`src/rtl/fifo_write_arbiter_if.sv`:
```
// Requester/fifo-side bundle of the fifo write arbiter.
// FIFO_ARB_LOCK_EN adds the per-requester end-of-burst marker req_last.
interface fifo_write_arbiter_if #(
  parameter int W  = 8,
  parameter int IW = 2
);
  localparam int N = 2 ** IW;

  logic [N-1:0]   req;
  logic [N*W-1:0] data;
  logic [N-1:0]   ack;
  logic [IW-1:0]  grant_id;
  logic           busy;
  logic [W-1:0]   fifo_in;
  logic           fifo_put;
  logic           fifo_full;
`ifdef FIFO_ARB_LOCK_EN
  logic [N-1:0]   req_last;

  modport master (
    output req, data, req_last, fifo_full,
    input  ack, grant_id, busy, fifo_in, fifo_put
  );
  modport slave (
    input  req, data, req_last, fifo_full,
    output ack, grant_id, busy, fifo_in, fifo_put
  );
`else
  modport master (
    output req, data, fifo_full,
    input  ack, grant_id, busy, fifo_in, fifo_put
  );
  modport slave (
    input  req, data, fifo_full,
    output ack, grant_id, busy, fifo_in, fifo_put
  );
`endif
endinterface

```
`src/rtl/fifo_write_arbiter.sv`:
```
// Round-robin arbiter sharing one fifo write port among 2**IW requesters.
// Optional FIFO_ARB_LOCK_EN keeps a requester's burst contiguous until req_last.
module fifo_write_arbiter #(
  parameter int W  = 8,
  parameter int IW = 2
) (
  input  logic                clk,
  input  logic                reset,
  fifo_write_arbiter_if.slave bus
);
  localparam int N = 2 ** IW;

  // Each state names the action taken on the edge that leaves it:
  // IDLE grants and loads fifo_in, STROBE raises put, RELEASE drops it.
  typedef enum logic [1:0] {IDLE, STROBE, RELEASE} state_t;

  state_t        state;
  logic [IW-1:0] last;
  logic [IW-1:0] scan_idx;
  logic [IW-1:0] pick;
  logic          pick_ok;
`ifdef FIFO_ARB_LOCK_EN
  logic          locked;
`endif

  always_comb begin
    // NOTE: every combinational output gets a default first so no path leaves it unassigned (no latch).
    scan_idx = '0;
    pick     = '0;
    pick_ok  = 1'b0;
    for (int k = 1; k <= N; k++) begin
      scan_idx = last + IW'(k);
      if (!pick_ok && bus.req[scan_idx]) begin
        pick    = scan_idx;
        pick_ok = 1'b1;
      end
    end
`ifdef FIFO_ARB_LOCK_EN
    // While a burst is open only its owner (the last grantee) may be served.
    if (locked) begin
      pick    = bus.grant_id;
      pick_ok = bus.req[bus.grant_id];
    end
`endif
  end

  always_ff @(posedge clk or posedge reset) begin
    if (reset) begin
      state        <= IDLE;
      last         <= IW'(N - 1);
      bus.fifo_put <= 1'b0;
      bus.ack      <= '0;
      bus.busy     <= 1'b0;
      bus.fifo_in  <= '0;
      bus.grant_id <= '0;
`ifdef FIFO_ARB_LOCK_EN
      locked       <= 1'b0;
`endif
    end else begin
      // NOTE: state registers use non-blocking assignments so every flop samples pre-edge values.
      case (state)
        IDLE: begin
          if (pick_ok && !bus.fifo_full) begin
            bus.fifo_in  <= bus.data[pick*W +: W];
            bus.grant_id <= pick;
            bus.busy     <= 1'b1;
`ifdef FIFO_ARB_LOCK_EN
            locked       <= !bus.req_last[pick];
`endif
            state        <= STROBE;
          end
        end
        STROBE: begin
          bus.fifo_put <= 1'b1;
          bus.ack      <= N'(1) << bus.grant_id;
          state        <= RELEASE;
        end
        RELEASE: begin
          bus.fifo_put <= 1'b0;
          bus.ack      <= '0;
          bus.busy     <= 1'b0;
          last         <= bus.grant_id;
          state        <= IDLE;
        end
        default: state <= IDLE;
      endcase
    end
  end
endmodule

```
`src/flat_wrapper.sv`:
```
// flat-port wrapper written by rule: the top's interface ports become plain ports
module fifo_write_arbiter_flat 
#(
  parameter int W  = 8,
  parameter int IW = 2
)
  (clk, reset, bus_req, bus_data, bus_fifo_full, bus_ack, bus_grant_id, bus_busy, bus_fifo_in, bus_fifo_put);
  fifo_write_arbiter_if #(.W(W), .IW(IW)) bus_i ();
  input  logic clk;
  input  logic reset;
  input wire logic [$bits(bus_i.req)-1:0] bus_req;
  input wire logic [$bits(bus_i.data)-1:0] bus_data;
  input wire logic [$bits(bus_i.fifo_full)-1:0] bus_fifo_full;
  output wire logic [$bits(bus_i.ack)-1:0] bus_ack;
  output wire logic [$bits(bus_i.grant_id)-1:0] bus_grant_id;
  output wire logic [$bits(bus_i.busy)-1:0] bus_busy;
  output wire logic [$bits(bus_i.fifo_in)-1:0] bus_fifo_in;
  output wire logic [$bits(bus_i.fifo_put)-1:0] bus_fifo_put;
  assign bus_i.req = bus_req;
  assign bus_i.data = bus_data;
  assign bus_i.fifo_full = bus_fifo_full;
  assign bus_ack = bus_i.ack;
  assign bus_grant_id = bus_i.grant_id;
  assign bus_busy = bus_i.busy;
  assign bus_fifo_in = bus_i.fifo_in;
  assign bus_fifo_put = bus_i.fifo_put;
  fifo_write_arbiter #(.W(W), .IW(IW)) u_core (.clk(clk), .reset(reset), .bus(bus_i));
endmodule
```
`config.mk`:
```
export PLATFORM = sky130hd
export DESIGN_NAME = fifo_write_arbiter_flat
export DESIGN_NICKNAME = d
export VERILOG_FILES = /design/src/rtl/fifo_write_arbiter_if.sv /design/src/rtl/fifo_write_arbiter.sv /design/src/flat_wrapper.sv
export SDC_FILE = /design/constraint.sdc
export NUM_CORES = 1
export LEC_CHECK = 0
export CAP_MARGIN = 20
export CORE_MARGIN = 3
export CORE_UTILIZATION = 45
export DETAILED_ROUTE_END_ITERATION = 8
export HOLD_SLACK_MARGIN = 0.08
export PLACE_DENSITY = 0.83
export SYNTH_ARGS = -nofsm -noshare
export SYNTH_HDL_FRONTEND = slang
export SYNTH_SLANG_ARGS = --single-unit
```
`constraint.sdc`:
```
create_clock -name clk -period 5.1 [get_ports clk]
set_input_delay 1.275 -clock clk [delete_from_list [all_inputs] [get_ports clk]]
set_output_delay 1.275 -clock clk [all_outputs]
set_load 0.1 [all_outputs]
```
==> qor.yml <==
cts:
  cts_resized: 0
  cts_root_buf: "clkbuf_4"
  cts_sinks: 20
  cts_tree: "yes"
  cts.clk_slew.worst_paths_ns: 0.12
  h-tree-depth: 1
  clk_latency_ns: 0.31
  cts_hold_buffers: 0
  numCtsBuffers: 3
  post-cts-setup-buffer-count: 0
  clockBufferDepth: 2
setup_path:
  reg2reg_from: "u_core.last[0]$_DFFE_PP1P_"
  cpPeakStageDelay_ns: 1.16
  worst_ep_required_time_ns: 3.83
  reg2reg_depth: 5
  path_class: "reg -> out"
  path_buf_inv: 1
  crit_path_start_kind: "register"
  cp.arrival_ns: 1.93
  critPathCapture: "bus_grant_id[1]"
  cp-end-kind: "output port"
  critical_path.cell_chain: "clkdlybuf4s50_1"
  path_delay_family: "buffers and inverters"
  rr_endpoint: "u_core.bus.fifo_in[3]$_DFFE_PP0P_"
  rrSetupSlack_ns: 3.17
  path_depth: 1
  critPathLaunch: "u_core.bus.grant_id[1]$_DFFE_PP0P_"
  crit_path_max_fanout: 6
  crit_slowest_cell: "clkdlybuf4s50_1"
detailed_routing:
  vias: 1146
  drt_pass1_iterations: 4
  drt_first_iter_violations: 41
  routed_wl_um: 3481
  post_drt_wl_per_cell_um: 16.74
  ant_nets: 0
  post-route-drc-count: 0
  via_per_inst: 5.510
min_path:
  holdPathStages: 2
  worstHoldPathType: "reg -> reg"
die:
  die_area_um2: 3449
  io_pins: 55
  std_cell_rows: 18
  die_h_um: 58.73
  die_w_um: 58.73
  start_util_pct: 48.73
  coreArea_um2: 2567
sta:
  slew_headroom_pct: 34.07
  timing.fmax_mhz: 312.0
  setup_viol: 0
  worst_pin_slew_ns: 0.9859
  drv_slew: 0
  fin_crit_ns: 3.205
  hold_viol_final: 0
  rsz0062_at_grt: "false"
  final.setup_skew_ns: 0.006945
  worst_hold_slack_ns: 0.5262
  period_share_pct: 62.85
  finalSetupTns_ns: 0
synth:
  synth_most_common_cell: "dfrtp_1"
  ys_seq_elements: 20
  yosysUniqueCellTypes: 28
  synth_async_sr_flop_share_pct: 100.0
  synth_fp_nets: 168
  syn_area_um2: 1251
  synth_top_area_share_pct: 36.00
  synth-edff-count: 0
  synth.top_cells.by_count: "dfrtp_1, inv_1, nor2_1"
  seq_area_frac_synth_pct: 40.20
  yosys.area.top_type: "dfrtp_1"
  synth_ff_type: "dfrtp_1"
  yosys_warnings: 0
  synthTopCellsByArea: "dfrtp_1, a211oi_2, mux2i_1"
  synthCells: 125
  synth_area_per_cell_um2: 10.01
cells_and_area:
  finalNetCount: 222
  area_delta_synth_final_pct: 46.10
  layout-drive-gt1-share_pct: 11.80
  antenna_cells: 0
  utilization_pct: 71.20
global_routing:
  grt_pass1_wl_um: 5740
  gr-usage-all-layers_pct: 22.14
  first_global_vias: 1184
  antenna_found_initial: 0
  overflow: 0
  grt_max_degree: 21
placed_design:
  numPortBuffers: 54
  dp_hpwl_um: 2758
  gp_congestion: 0.7543
power:
  total_power_mw: 1.301
  p_per_area_nw_per_um2: 711.7
  vdd_drop_max_v: 0.0005152
  leakage_nw: 0.7662
run_status:
  status: "finished clean"
job:
  maxCapViolCount: 0
## sequential cells by signal, summed over array words and instances, names as in the netlist
register,count
u_core.bus.busy,1
u_core.state,2
u_core.last,2
u_core.bus.fifo_in,8
u_core.bus.ack,4
u_core.bus.fifo_put,1
u_core.bus.grant_id,2
## routing by layer
metal,up-vias,share of wire [%],track usage [%]
met5,-,0,0
met4,0,2.1,11.65
met3,8,5.3,2.632
li1,552,-,-
met2,50,50,35.17
met1,536,42,29.44
## through the flow
stage	cell area (um2)	cells	worst slack (ns)
2_1_floorplan	1251	125	2.536
3_3_place_gp	1775	204	1.960
3_5_place_dp	1775	204	1.882
4_1_cts	1828	208	1.875
5_1_grt	1828	208	1.831
6_report	1828	208	1.895
## cell usage in the layout (no fill, tap or decap), types with 3 or more instances in the layout
cell,n
nand2_1,4
dfrtp_1,18
o21ai_0,3
a211oi_1,7
nand2b_1,6
nor2_1,14
ha_1,4
inv_1,16
clkbuf_4,3
a211oi_2,9
mux2i_1,9
clkdlybuf4s50_1,54
a31oi_1,8
## worst min-delay path by stage
| stage | start | slack (ns) | end |
|---|---|---|---|
| after floorplan | u_core.state[1]$_DFFE_PP0P_ | 0.57 | u_core.state[1]$_DFFE_PP0P_ |
| after global placement | u_core.bus.fifo_put$_DFFE_PP0P_ | 0.51 | u_core.bus.fifo_put$_DFFE_PP0P_ |
| after detailed placement | u_core.bus.fifo_put$_DFFE_PP0P_ | 0.52 | u_core.bus.fifo_put$_DFFE_PP0P_ |
| after CTS | u_core.bus.fifo_put$_DFFE_PP0P_ | 0.53 | u_core.bus.fifo_put$_DFFE_PP0P_ |
| after global routing | u_core.bus.fifo_put$_DFFE_PP0P_ | 0.55 | u_core.bus.fifo_put$_DFFE_PP0P_ |
| final | u_core.bus.fifo_put$_DFFE_PP0P_ | 0.53 | u_core.bus.fifo_put$_DFFE_PP0P_ |
## power by group
part / switching, mW / total (mW) / internal (mW)
clock: 0.0527 / 0.132 / 0.0795
combinational: 0.631 / 0.878 / 0.247
sequential: 0.0535 / 0.291 / 0.238
total: 0.737 / 1.30 / 0.564
## cells by family after synthesis
kind of cell,share of synthesized area [%]
compound gates,25.10
fa+ha+maj,4.000
buf+inv,9.700
flops,40.20
mux,9.000
simple gates,12.00
## layout make-up
type	instances	area, um2
flip-flops and latches	20	503.0
repair buffers	55	548.0
clock inverters	1	30.03
fillers	213	739.5
inverters	16	60.06
multi-input cells	83	626.9
well taps	30	37.54
clock buffers	3	22.52
Note: power is estimated with default switching activity, not from simulation.
